[src/rtl/uart_tx_pkg.sv]
`default_nettype none
// ============================================================================
// Module      : uart_tx_pkg
// Description : Shared state encoding, line levels and parity helper for the
//               UART transmitter.
// Revision    : 1.0 - initial release
// ============================================================================
package uart_tx_pkg;

    typedef logic [2:0] tx_state_t;

    localparam tx_state_t IDLE   = 3'd0;
    localparam tx_state_t START  = 3'd1;
    localparam tx_state_t DATA   = 3'd2;
    localparam tx_state_t PARITY = 3'd3;
    localparam tx_state_t STOP   = 3'd4;

    localparam logic PAR_EVEN  = 1'b0;
    localparam logic PAR_ODD   = 1'b1;
    localparam logic LINE_IDLE = 1'b1;
    localparam logic START_BIT = 1'b0;
    localparam logic STOP_BIT  = 1'b1;

    // Takes the XOR-reduction of the data so the helper is width-agnostic.
    function automatic logic parity_bit(input logic data_xor, input logic par_typ);
        return data_xor ^ (par_typ == PAR_ODD);
    endfunction

endpackage
`default_nettype wire

[src/rtl/uart_tx_baud_cnt.sv]
`default_nettype none
// ============================================================================
// Module      : uart_tx_baud_cnt
// Description : Per-bit clock counter and data-bit index for the UART
//               transmitter; pulses o_bit_done on the last clock of a bit.
// Revision    : 1.0 - initial release
// ============================================================================
module uart_tx_baud_cnt #(
    parameter int BIT_W = 3
) (
    input  logic             clk,
    input  logic             rst,
    input  logic             i_en,
    input  logic             i_data_phase,
    input  logic [4:0]       i_prescale,
    output logic             o_bit_done,
    output logic [BIT_W-1:0] o_bit_cnt
);

    logic [4:0]       r_edge_cnt;
    logic [BIT_W-1:0] r_bit_cnt;
    logic [4:0]       w_last;

    // Prescale of 0 and 1 both mean one clock per bit.
    assign w_last     = (i_prescale <= 5'd1) ? 5'd0 : i_prescale - 5'd1;
    assign o_bit_done = i_en && (r_edge_cnt == w_last);
    assign o_bit_cnt  = r_bit_cnt;

    always_ff @(posedge clk) begin
        if (rst) begin
            r_edge_cnt <= 5'd0;
            r_bit_cnt  <= '0;
        end else if (!i_en) begin
            r_edge_cnt <= 5'd0;
            r_bit_cnt  <= '0;
        end else if (o_bit_done) begin
            r_edge_cnt <= 5'd0;
            r_bit_cnt  <= i_data_phase ? r_bit_cnt + BIT_W'(1) : '0;
        end else begin
            r_edge_cnt <= r_edge_cnt + 5'd1;
            if (!i_data_phase) begin
                r_bit_cnt <= '0;
            end
        end
    end

endmodule
`default_nettype wire

[src/rtl/uart_tx.sv]
`default_nettype none
// ============================================================================
// Module      : uart_tx
// Description : UART transmitter, start/8 data/optional parity/stop, LSB first.
//               Define UART_TX_HOLD_REG_EN to add a one-byte holding register.
// Revision    : 1.0 - initial release
// ============================================================================
module uart_tx
    import uart_tx_pkg::*;
#(
    parameter int DATA_W = 8
) (
    input  logic              CLK,
    input  logic              RST,
    input  logic [DATA_W-1:0] P_DATA,
    input  logic              Data_Valid,
    input  logic              PAR_EN,
    input  logic              PAR_TYP,
    input  logic [4:0]        Prescale,
    output logic              TX_OUT,
    output logic              Busy,
    output logic              Hold_Full
);

    localparam int               BIT_W    = $clog2(DATA_W);
    localparam logic [BIT_W-1:0] LAST_BIT = BIT_W'(DATA_W - 1);

    tx_state_t         r_state;
    tx_state_t         w_state_next;
    logic [DATA_W-1:0] r_data;
    logic              r_par_en;
    logic              r_par_bit;
    logic [4:0]        r_prescale;
    logic              r_tx;
    logic              r_busy;

    logic              w_bit_done;
    logic [BIT_W-1:0]  w_bit_cnt;
    logic              w_load;
    logic [DATA_W-1:0] w_load_data;
    logic              w_load_par_en;
    logic              w_load_par_bit;
    logic [4:0]        w_load_prescale;

`ifdef UART_TX_HOLD_REG_EN
    logic              r_hold_full;
    logic [DATA_W-1:0] r_hold_data;
    logic              r_hold_par_en;
    logic              r_hold_par_bit;
    logic [4:0]        r_hold_prescale;
    logic              w_hold_xfer;
    logic              w_hold_load;

    // A held byte starts as soon as the line is free, including straight out of STOP.
    assign w_hold_xfer = r_hold_full && ((r_state == IDLE) || ((r_state == STOP) && w_bit_done));
    assign w_hold_load = Data_Valid && ((r_state != IDLE) || r_hold_full) && (!r_hold_full || w_hold_xfer);
    assign w_load      = w_hold_xfer || (Data_Valid && (r_state == IDLE) && !r_hold_full);

    assign w_load_data     = w_hold_xfer ? r_hold_data     : P_DATA;
    assign w_load_par_en   = w_hold_xfer ? r_hold_par_en   : PAR_EN;
    assign w_load_par_bit  = w_hold_xfer ? r_hold_par_bit  : parity_bit(^P_DATA, PAR_TYP);
    assign w_load_prescale = w_hold_xfer ? r_hold_prescale : Prescale;

    always_ff @(posedge CLK) begin
        if (RST) begin
            r_hold_full     <= 1'b0;
            r_hold_data     <= '0;
            r_hold_par_en   <= 1'b0;
            r_hold_par_bit  <= 1'b0;
            r_hold_prescale <= 5'd0;
        end else if (w_hold_load) begin
            r_hold_full     <= 1'b1;
            r_hold_data     <= P_DATA;
            r_hold_par_en   <= PAR_EN;
            r_hold_par_bit  <= parity_bit(^P_DATA, PAR_TYP);
            r_hold_prescale <= Prescale;
        end else if (w_hold_xfer) begin
            r_hold_full <= 1'b0;
        end
    end

    assign Hold_Full = r_hold_full;
`else
    assign w_load          = Data_Valid && (r_state == IDLE);
    assign w_load_data     = P_DATA;
    assign w_load_par_en   = PAR_EN;
    assign w_load_par_bit  = parity_bit(^P_DATA, PAR_TYP);
    assign w_load_prescale = Prescale;
    assign Hold_Full       = 1'b0;
`endif

    uart_tx_baud_cnt #(
        .BIT_W (BIT_W)
    ) u_baud_cnt (
        .clk          (CLK),
        .rst          (RST),
        .i_en         (r_state != IDLE),
        .i_data_phase (r_state == DATA),
        .i_prescale   (r_prescale),
        .o_bit_done   (w_bit_done),
        .o_bit_cnt    (w_bit_cnt)
    );

    always_comb begin
        w_state_next = r_state;
        case (r_state)
            IDLE:    if (w_load) w_state_next = START;
            START:   if (w_bit_done) w_state_next = DATA;
            DATA:    if (w_bit_done && (w_bit_cnt == LAST_BIT))
                         w_state_next = r_par_en ? PARITY : STOP;
            PARITY:  if (w_bit_done) w_state_next = STOP;
            STOP:    if (w_bit_done) w_state_next = w_load ? START : IDLE;
            default: w_state_next = IDLE;
        endcase
    end

    always_ff @(posedge CLK) begin
        if (RST) begin
            r_state    <= IDLE;
            r_data     <= '0;
            r_par_en   <= 1'b0;
            r_par_bit  <= 1'b0;
            r_prescale <= 5'd0;
        end else begin
            r_state <= w_state_next;
            if (w_load) begin
                r_data     <= w_load_data;
                r_par_en   <= w_load_par_en;
                r_par_bit  <= w_load_par_bit;
                r_prescale <= w_load_prescale;
            end
        end
    end

    // Line and Busy are both registered from the state, so they move together.
    always_ff @(posedge CLK) begin
        if (RST) begin
            r_tx   <= LINE_IDLE;
            r_busy <= 1'b0;
        end else begin
            r_busy <= (r_state != IDLE);
            case (r_state)
                START:   r_tx <= START_BIT;
                DATA:    r_tx <= r_data[w_bit_cnt];
                PARITY:  r_tx <= r_par_bit;
                STOP:    r_tx <= STOP_BIT;
                default: r_tx <= LINE_IDLE;
            endcase
        end
    end

    assign TX_OUT = r_tx;
    assign Busy   = r_busy;

endmodule
`default_nettype wire

[config.mk]
export PLATFORM = sky130hd
export DESIGN_NAME = uart_tx
export DESIGN_NICKNAME = d
export VERILOG_FILES = /design/src/rtl/uart_tx_pkg.sv /design/src/rtl/uart_tx_baud_cnt.sv /design/src/rtl/uart_tx.sv
export SDC_FILE = /design/constraint.sdc
export NUM_CORES = 1
export LEC_CHECK = 0
export BUFFER_PORTS_ARGS = -buffer_cell sky130_fd_sc_hd__buf_2
export CORE_ASPECT_RATIO = 2
export CORE_MARGIN = 5
export CORE_UTILIZATION = 50
export CTS_BUF_LIST = sky130_fd_sc_hd__clkbuf_16
export DETAILED_ROUTE_END_ITERATION = 16
export PLACE_DENSITY = 0.74
export SKIP_LAST_GASP = 1
export SYNTH_ARGS = -nofsm -noshare
export SYNTH_HDL_FRONTEND = slang
export SYNTH_SLANG_ARGS = --single-unit
[constraint.sdc]
create_clock -name CLK -period 2 [get_ports CLK]
set_input_delay 0.4 -clock CLK [delete_from_list [all_inputs] [get_ports CLK]]
set_output_delay 0.4 -clock CLK [all_outputs]
set_load 0.02 [all_outputs]
==> impl_metrics.toml, run 1 <==
[status]
violations = "negative setup slack"
status = "finished, violations left"

[logic_synthesis]
yosysWarningCount = 0
async_reset_ff_share_pct = 0
synth_nets = 194
synth-seq-area-share_pct = 38.7
synthTopCellsByArea = "dfxtp_1, nand2_1, xnor2_1"
syn_area_sq_um = 1450
synth.avg_cell_area_sq_um = 8.48
yosysTopAreaCell = "dfxtp_1"
synth_flop_cell = "dfxtp_1"
synth_cell_types = 37
syn_inst = 171
ys_ff_latch = 28
yosysMostFrequentCell = "nand2_1"
synth_top_cells_by_count = "nand2_1, dfxtp_1, a21oi_1"
synth_top_area_share_pct = 38.7
synth_edf_count = 0

[power]
power_density_nw_per_um2 = 1150
vdd_drop_max_v = 0.000710
p_total_mw = 2.05
power.leakage_nw = 0.742

[clock_tree]
cts_tree = "yes"
clkSinkCount = 28
cts_root_buf = "clkbuf_16"
clock_latency_ns = 0.26
cts_buffers = 3
htreeDepth = 1
cts_hold_buffers = 0
clk_path_buf_depth = 2
path_clk_slew_ns = 0.06

[setup_path]
slowest_delay_ns = 0.38
endpoint_kind = "register"
crit_path_start_kind = "register"
reg2reg_from = "r_prescale[0]$_SDFFE_PP0P_"
cp_max_fo = 6
slowest_stage = "or3b_4"
required_ns = 2.15
crit_type = "reg -> reg"
r2r_end = "r_state[0]$_SDFFE_PP0P_"
ff2ff_setup_slack_ns = -0.10
r2r_cells = 8
path_cells = "inv_4 -> ha_4 -> or3b_4 -> or3_4 -> nand3_2 -> o211ai_2 -> or2_4 -> a32o_1"
arrival_ns = 2.25

[floorplan]
placementRows = 27
die_w_um = 48.1
coreArea_sq_um = 2770
dieArea_sq_um = 4140
die_h_um = 86.2
pin_count = 21
start_util_pct = 52.3

[global_routing]
grt_antenna_before_repair = 0
track_usage_pct = 17.2
grt_pass1_wl_mm = 5.23
grt_pass1_vias = 1277
grt_max_degree = 20
grt_overflow_total = 0

[worst_hold_path]
worstHoldStart = "Prescale[0]"
hold_end = "r_prescale[0]$_SDFFE_PP0P_"
hold_depth = 3
hp-class = "in -> reg"

[routing]
first_pass_iters = 4
drtAntennaViolNets = 0
post_drt_wl_per_cell_um = 14.7
viasPerCell = 5.55
drc = 0
wl_mm = 3.26
vias = 1232
first_iter_violations = 34

[final_layout]
n_fill_cell = 235
nNetsFinal = 217
fin_area_sq_um = 1780
diodes = 0
layout-drive-gt1-share_pct = 28.5
syn2layout_area_growth_pct = 22.7

[placed_design]
place_congestion = 0.890
dpl.hpwl_mm = 2.32
place_area_sq_um = 1600
io_buffers = 19

[timing]
fin_crit_ns = 2.10
tns_ns = -0.338
worst_pin_slew_ns = 0.523
fin_crit_sh_pct = 105
fmax_ghz = 0.476
setup_violations = 9
hold_viol_final = 0
clock_skew_ns = 0.00402
grt_setup_unrepaired = "yes"
slew_viol_final = 0
fin_ws_ns = -0.101
max_slew_margin_pct = 65.1

[run]
drv_cap = 0
through the flow:
step / setup slack, ns / hold slack, ns / utilization (%) / std cells
after floorplan: -0.109 / 0.432 / - / 171
after CTS: -0.0731 / 0.367 / 62.4 / 221
after detailed placement: -0.161 / 0.449 / 57.6 / 217
after global placement: -0.0642 / 0.442 / 57.6 / 217
final: -0.101 / 0.370 / 64.2 / 222
after global routing: -0.169 / 0.369 / 64.2 / 222
area by class of cell:
type | instances | area (sq um) | share of cell area (%)
inverters | 2 | 10.0 | 0.563
well taps | 29 | 36.3 | 2.04
clock inverters | 1 | 30.0 | 1.69
multi-input cells | 131 | 896 | 50.4
repair buffers | 28 | 166 | 9.35
clock buffers | 3 | 75.1 | 4.22
flip-flops and latches | 28 | 566 | 31.8
placed cells by master (no fill, tap or decap), types with 2 or more instances in the layout:
| master | n |
|---|---|
| dfxtp_1 | 26 |
| or3_1 | 2 |
| mux2i_1 | 5 |
| and2_4 | 4 |
| nor2b_1 | 3 |
| buf_4 | 8 |
| mux4_2 | 2 |
| o21ai_1 | 3 |
| clkbuf_16 | 3 |
| buf_2 | 19 |
| o21ai_0 | 2 |
| nand3_1 | 5 |
| nor3_1 | 4 |
| ha_1 | 4 |
| a21oi_1 | 17 |
| xnor2_1 | 9 |
| xor2_1 | 5 |
| nor3_2 | 2 |
| nand2_1 | 37 |
| nand2b_1 | 3 |
| and2_1 | 2 |
| nor2_1 | 3 |
flip-flops by register name, summed over array words and instances (netlist names):
name and count:
r_data 8, r_prescale 5, u_baud_cnt.r_edge_cnt 5, r_state 3, u_baud_cnt.o_bit_cnt 3, Busy 1, TX_OUT 1, r_par_bit 1
r_par_en 1
timing repair:
| action | CTS | global route |
|---|---|---|
| endpoints found under the hold margin | 0 | 0 |
| pin swaps | 3 | 5 |
| setup endpoints to repair | 11 | 11 |
| buffers inserted | 0 | 1 |
| resized for setup | 7 | 15 |
cells by family after synthesis:
group / Yosys count / share of synthesized area [%]
mux: 7 / 6.56
other cells: 1 / 0.259
flops: 28 / 38.7
simple gates: 71 / 23.8
buf+inv: 12 / 3.88
fa+ha+maj: 5 / 4.31
xor+xnor: 15 / 9.06
compound gates: 32 / 13.5
worst max-delay path by stage:
stage               slack, ns                        from                       to
floorplan               -0.11  r_prescale[1]$_SDFFE_PP0P_  r_state[0]$_SDFFE_PP0P_
global placement        -0.06  r_prescale[0]$_SDFFE_PP0P_  r_state[0]$_SDFFE_PP0P_
detailed placement      -0.16  r_prescale[0]$_SDFFE_PP0P_  r_state[0]$_SDFFE_PP0P_
CTS                     -0.07  r_prescale[0]$_SDFFE_PP0P_  r_state[0]$_SDFFE_PP0P_
global route            -0.17  r_prescale[1]$_SDFFE_PP0P_  r_state[0]$_SDFFE_PP0P_
finish                  -0.10  r_prescale[0]$_SDFFE_PP0P_  r_state[0]$_SDFFE_PP0P_
critical path: cells and delay by family, from the launching register on:
| kind | cells | cell delay, ns |
|---|---|---|
| AND/OR/NAND/NOR | 4 | 1.10 |
| flip-flops | 1 | 0.36 |
| AO/OA/AOI/OAI | 2 | 0.36 |
| adder cells (fa/ha/maj) | 1 | 0.13 |
| buffers and inverters | 1 | 0.06 |
report_power, final:
| part | switching (mW) | internal [mW] | leakage, nW |
|---|---|---|---|
| Sequential | 0.0879 | 0.648 | 0.230 |
| Combinational | 0.375 | 0.361 | 0.461 |
| Clock | 0.185 | 0.398 | 0.0511 |
routing by layer:
metal	part of all wire, %	GRT usage, %
met5	0	0
met2	58	30.9
met1	38	18.2
met3	2.4	1.89
met4	1.4	8.09
Note: power is estimated with default switching activity, not from simulation.
==> inputs of run 2 (changes only) <==
Settings changed: BUFFER_PORTS_ARGS -buffer_cell sky130_fd_sc_hd__buf_2 to -buffer_cell sky130_fd_sc_hd__clkbuf_2.
==> run 2 against run 1 <==
Against the previous run: the flow still finishes with violations (negative setup slack); first-iteration DRC count decreased by 35%; clock-buffer cell count is the same; global-route usage grew 0.39 points; largest cell class unchanged.
==> impl_metrics.toml, run 2 (synthesis results as in run 1) <==
[routing]
first_pass_iters = 6
viasPerCell = 5.62
vias = 1254
drtAntennaViolNets = 0
post_drt_wl_per_cell_um = 14.6
drc = 0
first_iter_violations = 22
wl_mm = 3.27

[timing]
fin_crit_sh_pct = 107
fin_ws_ns = -0.138
grt_setup_unrepaired = "yes"
setup_violations = 10
fin_crit_ns = 2.14
hold_viol_final = 0
clock_skew_ns = 0.00206
hold_ws_ns = 0.355
fmax_ghz = 0.468
tns_ns = -0.586
slew_viol_final = 0
max_slew_margin_pct = 65.3
worst_pin_slew_ns = 0.516

[floorplan]
coreArea_sq_um = 2770
die_h_um = 86.2
dieArea_sq_um = 4140
placementRows = 27
pin_count = 21
die_w_um = 48.1
start_util_pct = 52.3

[clock_tree]
clock_latency_ns = 0.26
cts_tree = "yes"
clkSinkCount = 28
cts_buffers = 3
path_clk_slew_ns = 0.06
clk_path_buf_depth = 2
cts_root_buf = "clkbuf_16"
htreeDepth = 1

[power]
power_density_nw_per_um2 = 1090
power.leakage_nw = 0.727
p_total_mw = 1.91
vdd_drop_max_v = 0.000691

[final_layout]
nNetsFinal = 218
final_common_cell = "nand2_1"
diodes = 0
stdcell_count = 223
layout-drive-gt1-share_pct = 26.8
syn2layout_area_growth_pct = 20.4
largest_reg_flops = 8
largest-register = "r_data"
fin_util_pct = 63.0
fin_area_sq_um = 1750
final_cell_mix = "nand2_1, dfxtp_1, clkbuf_2"
reg_top3 = "r_data x8, r_prescale x5, u_baud_cnt.r_edge_cnt x5"

[setup_path]
slowest_delay_ns = 0.38
ff2ff_setup_slack_ns = -0.14
crit_path_start_kind = "register"
required_ns = 2.15
r2r_end = "r_state[0]$_SDFFE_PP0P_"
r2r_cells = 9
reg2reg_from = "r_prescale[1]$_SDFFE_PP0P_"
crit_start = "r_prescale[1]$_SDFFE_PP0P_"
arrival_ns = 2.29
crit_type = "reg -> reg"
endpoint_kind = "register"
cp_max_fo = 4
path_cells = "inv_2 -> ha_4 -> or3b_4 -> or3_4 -> a21o_2 -> o211ai_2 -> buf_4 -> o21ai_0 -> a32o_1"
slowest_stage = "or3b_4"
crit_path_end = "r_state[0]$_SDFFE_PP0P_"

[global_routing]
grt_antenna_before_repair = 0
grt_pass1_wl_mm = 5.37
grt_pass1_vias = 1309
grt_max_degree = 20
track_usage_pct = 17.6
grt_overflow_total = 0

[worst_hold_path]
hp-class = "in -> reg"
worstHoldStart = "Prescale[1]"

[placed_design]
placed_cells = 216
pre_cts_ws_ns = -0.153
place_congestion = 0.889
dpl.hpwl_mm = 2.29
io_buffers = 19
place_area_sq_um = 1590

[status]
violations = "negative setup slack"
status = "finished, violations left"

[run]
drv_cap = 0
run 2: cell types whose count changed in the layout (fill, tap and decap cells not counted), sizes merged:
cell | before | now
bufinv | 1 | 0
clkinv | 0 | 1
clkbuf | 3 | 22
buf | 28 | 10
run 2: report_power, final:
| part | total (mW) | leakage (nW) | internal (mW) | switching (mW) |
|---|---|---|---|---|
| Combinational | 0.722 | 0.459 | 0.358 | 0.364 |
| Clock | 0.452 | 0.0385 | 0.268 | 0.184 |
| Sequential | 0.735 | 0.230 | 0.648 | 0.0878 |
| Total | 1.91 | 0.727 | 1.27 | 0.635 |
run 2: how the worst min path moves through the flow:
stage                                       endpoint  slack [ns]  cells after the start
after floorplan               r_par_bit$_SDFFE_PP0P_        0.43                      2
after global placement        r_data[4]$_SDFFE_PP0P_        0.44                      2
after detailed placement      r_data[2]$_SDFFE_PP0P_        0.45                      2
after CTS                 r_prescale[1]$_SDFFE_PP0P_        0.36                      3
after global routing           r_par_en$_SDFFE_PP0P_        0.37                      3
final                     r_prescale[1]$_SDFFE_PP0P_        0.35                      3
run 2: final cells by class:
class / instances / area (sq um)
Clock buffer: 3 / 75.1
Clock inverter: 1 / 3.75
Fill cell: 240 / 1020
Inverter: 2 / 7.51
Multi-Input combinational cell: 131 / 890
Sequential cell: 28 / 563
Tap cell: 29 / 36.3
Timing Repair Buffer: 29 / 170
run 2: critical path, delay by kind of cell (launching register included):
kind                     cells  cell delay, ns
flip-flops                   1            0.33
AO/OA/AOI/OAI                4            0.61
adder cells (fa/ha/maj)      1            0.14
buffers and inverters        2            0.23
AND/OR/NAND/NOR              2            0.74
run 2: timing repair:
item	CTS	global route
hold buffers	0	0
cloned	0	0
pin swaps	4	1
gates resized for setup	8	6
endpoints found under the setup margin	11	11
setup buffers	3	0
run 2: per-layer routing:
metal	part of all wire (%)	vias to the layer above	GRT usage (%)
met5	0	-	0
met4	1.6	0	8.33
met1	36	602	18.6
met3	3.6	5	2.10
li1	-	623	-
met2	58	24	31.5
==> inputs of run 3 (changes only) <==
Settings changed: CORE_ASPECT_RATIO 2 to default.
==> run 3 against run 2 <==
Against the previous run: clock power increased by 31%; global-route usage decreased by 1.9 points; power increased by 5.9%; wire length decreased by 8.3%; die area decreased by 1.6%; sequential share of layout area decreased by 0.34 points; final area increased by 1.3%; highest routed layer unchanged; the flow still finishes with violations (negative setup slack); non-clock buffer count decreased by 4; register-to-register slack about the same; first-iteration DRC count decreased by 18%; critical endpoint unchanged; sequential power about the same.
==> impl_metrics.toml, run 3 (synthesis results as in run 1) <==
[placed_design]
place_area_sq_um = 1580
place_congestion = 0.778
pre_cts_ws_ns = -0.185
io_buffers = 19
dpl.hpwl_mm = 2.13

[floorplan]
start_util_pct = 52.6
coreArea_sq_um = 2760
placementRows = 19
pin_count = 21
die_w_um = 63.9
die_h_um = 63.9
dieArea_sq_um = 4080

[final_layout]
final_cell_mix = "nand2_1, dfxtp_1, clkbuf_2"
n_fill_cell = 234
largest_reg_flops = 8
diodes = 0
syn2layout_area_growth_pct = 21.9
seqCellArea_sq_um = 564
reg_top3 = "r_data x8, r_prescale x5, u_baud_cnt.r_edge_cnt x5"
layout-drive-gt1-share_pct = 25.3
nNetsFinal = 214
final_common_cell = "nand2_1"
multiInputGateArea_sq_um = 910
largest-register = "r_data"
fin_area_sq_um = 1770

[timing]
hold_viol_final = 0
setup_violations = 11
fin_crit_ns = 2.14
clock_skew_ns = 0.00227
grt_setup_unrepaired = "yes"
fin_ws_ns = -0.138
fin_crit_sh_pct = 107
fmax_ghz = 0.468
slew_viol_final = 0

[global_routing]
grt_max_degree = 20
grt_pass1_wl_mm = 5.32
grt_overflow_total = 0
grt_pass1_vias = 1261
track_usage_pct = 15.7
grt_antenna_before_repair = 0

[status]
status = "finished, violations left"
violations = "negative setup slack"

[setup_path]
ff2ff_setup_slack_ns = -0.14
crit_path_start_kind = "register"
crit_type = "reg -> reg"
required_ns = 2.16
cp_max_fo = 6
endpoint_kind = "register"
arrival_ns = 2.29

[run]
drv_cap = 0

[clock_tree]
cts_root_buf = "clkbuf_16"
clkSinkCount = 28
cts_tree = "yes"
cts_buffers = 3
clk_path_buf_depth = 2
path_clk_slew_ns = 0.07
clock_latency_ns = 0.26
htreeDepth = 1

[routing]
first_iter_violations = 18
post_drt_wl_per_cell_um = 13.5
vias = 1216
drc = 0
viasPerCell = 5.50
drtAntennaViolNets = 0
wl_mm = 2.99
first_pass_iters = 4

[power]
power.leakage_nw = 0.726
vdd_drop_max_v = 0.000761
power_density_nw_per_um2 = 1140

[worst_hold_path]
hp-class = "in -> reg"
[run 3: per-layer routing]
metal	global-route usage (%)	up-vias	share of wire, %
met4	6.23	0	1.5
met1	19.7	565	45
li1	-	618	-
met3	2.45	4	4.5
met2	26.8	29	49
met5	0	-	0
[run 3: worst max-delay path, cell delays in order (launching register included)]
cell and delay, ns:
dfxtp_4 0.37, inv_4 0.06, ha_4 0.13, or3b_4 0.38, or3_4 0.37, nand3_4 0.10
o211ai_4 0.09, or2_4 0.28, a32o_1 0.25
[run 3: timing repair]
action | 4_1_cts | 5_1_grt
gates resized for setup | 10 | 7
setup buffers | 0 | 0
pin swaps | 4 | 5
hold buffers | 0 | 0
endpoints found under the setup margin | 11 | 11
[run 3: through the flow]
| stage | instances | hold WS [ns] | power, mW | util (%) | setup TNS (ns) |
|---|---|---|---|---|---|
| global route | 221 | 0.348 | 2.15 | 64.1 | -1.29 |
| detailed placement | 217 | 0.450 | 1.32 | 57.4 | -0.799 |
| CTS | 221 | 0.353 | 1.99 | 63.1 | -0.649 |
| global placement | 217 | 0.441 | 1.29 | 57.4 | -0.424 |
| floorplan | 171 | 0.432 | 1.19 | - | -0.109 |
| finish | 221 | 0.353 | 2.02 | 64.1 | -0.553 |
[run 3: final timing paths]
path | from | to | cells after the start
worst max-delay path | r_prescale[0]$_SDFFE_PP0P_ | r_state[0]$_SDFFE_PP0P_ | 8
worst max register to register | r_prescale[0]$_SDFFE_PP0P_ | r_state[0]$_SDFFE_PP0P_ | 8
worst min-delay path | Prescale[0] | r_prescale[0]$_SDFFE_PP0P_ | 3
worst min register to register | r_data[1]$_SDFFE_PP0P_ | r_data[1]$_SDFFE_PP0P_ | 2
[run 3: cell type report]
cell class | count | area share [%]
multi-input cells | 131 | 51.5
flip-flops and latches | 28 | 31.9
repair buffers | 25 | 7.93
clock buffers | 3 | 4.25
well taps | 31 | 2.19
clock inverters | 1 | 1.70
inverters | 2 | 0.566
[run 3: where the power goes]
group	switching, mW	internal, mW	total, mW
Combinational	0.362	0.333	0.696
Clock	0.193	0.399	0.591
Sequential	0.0868	0.647	0.734
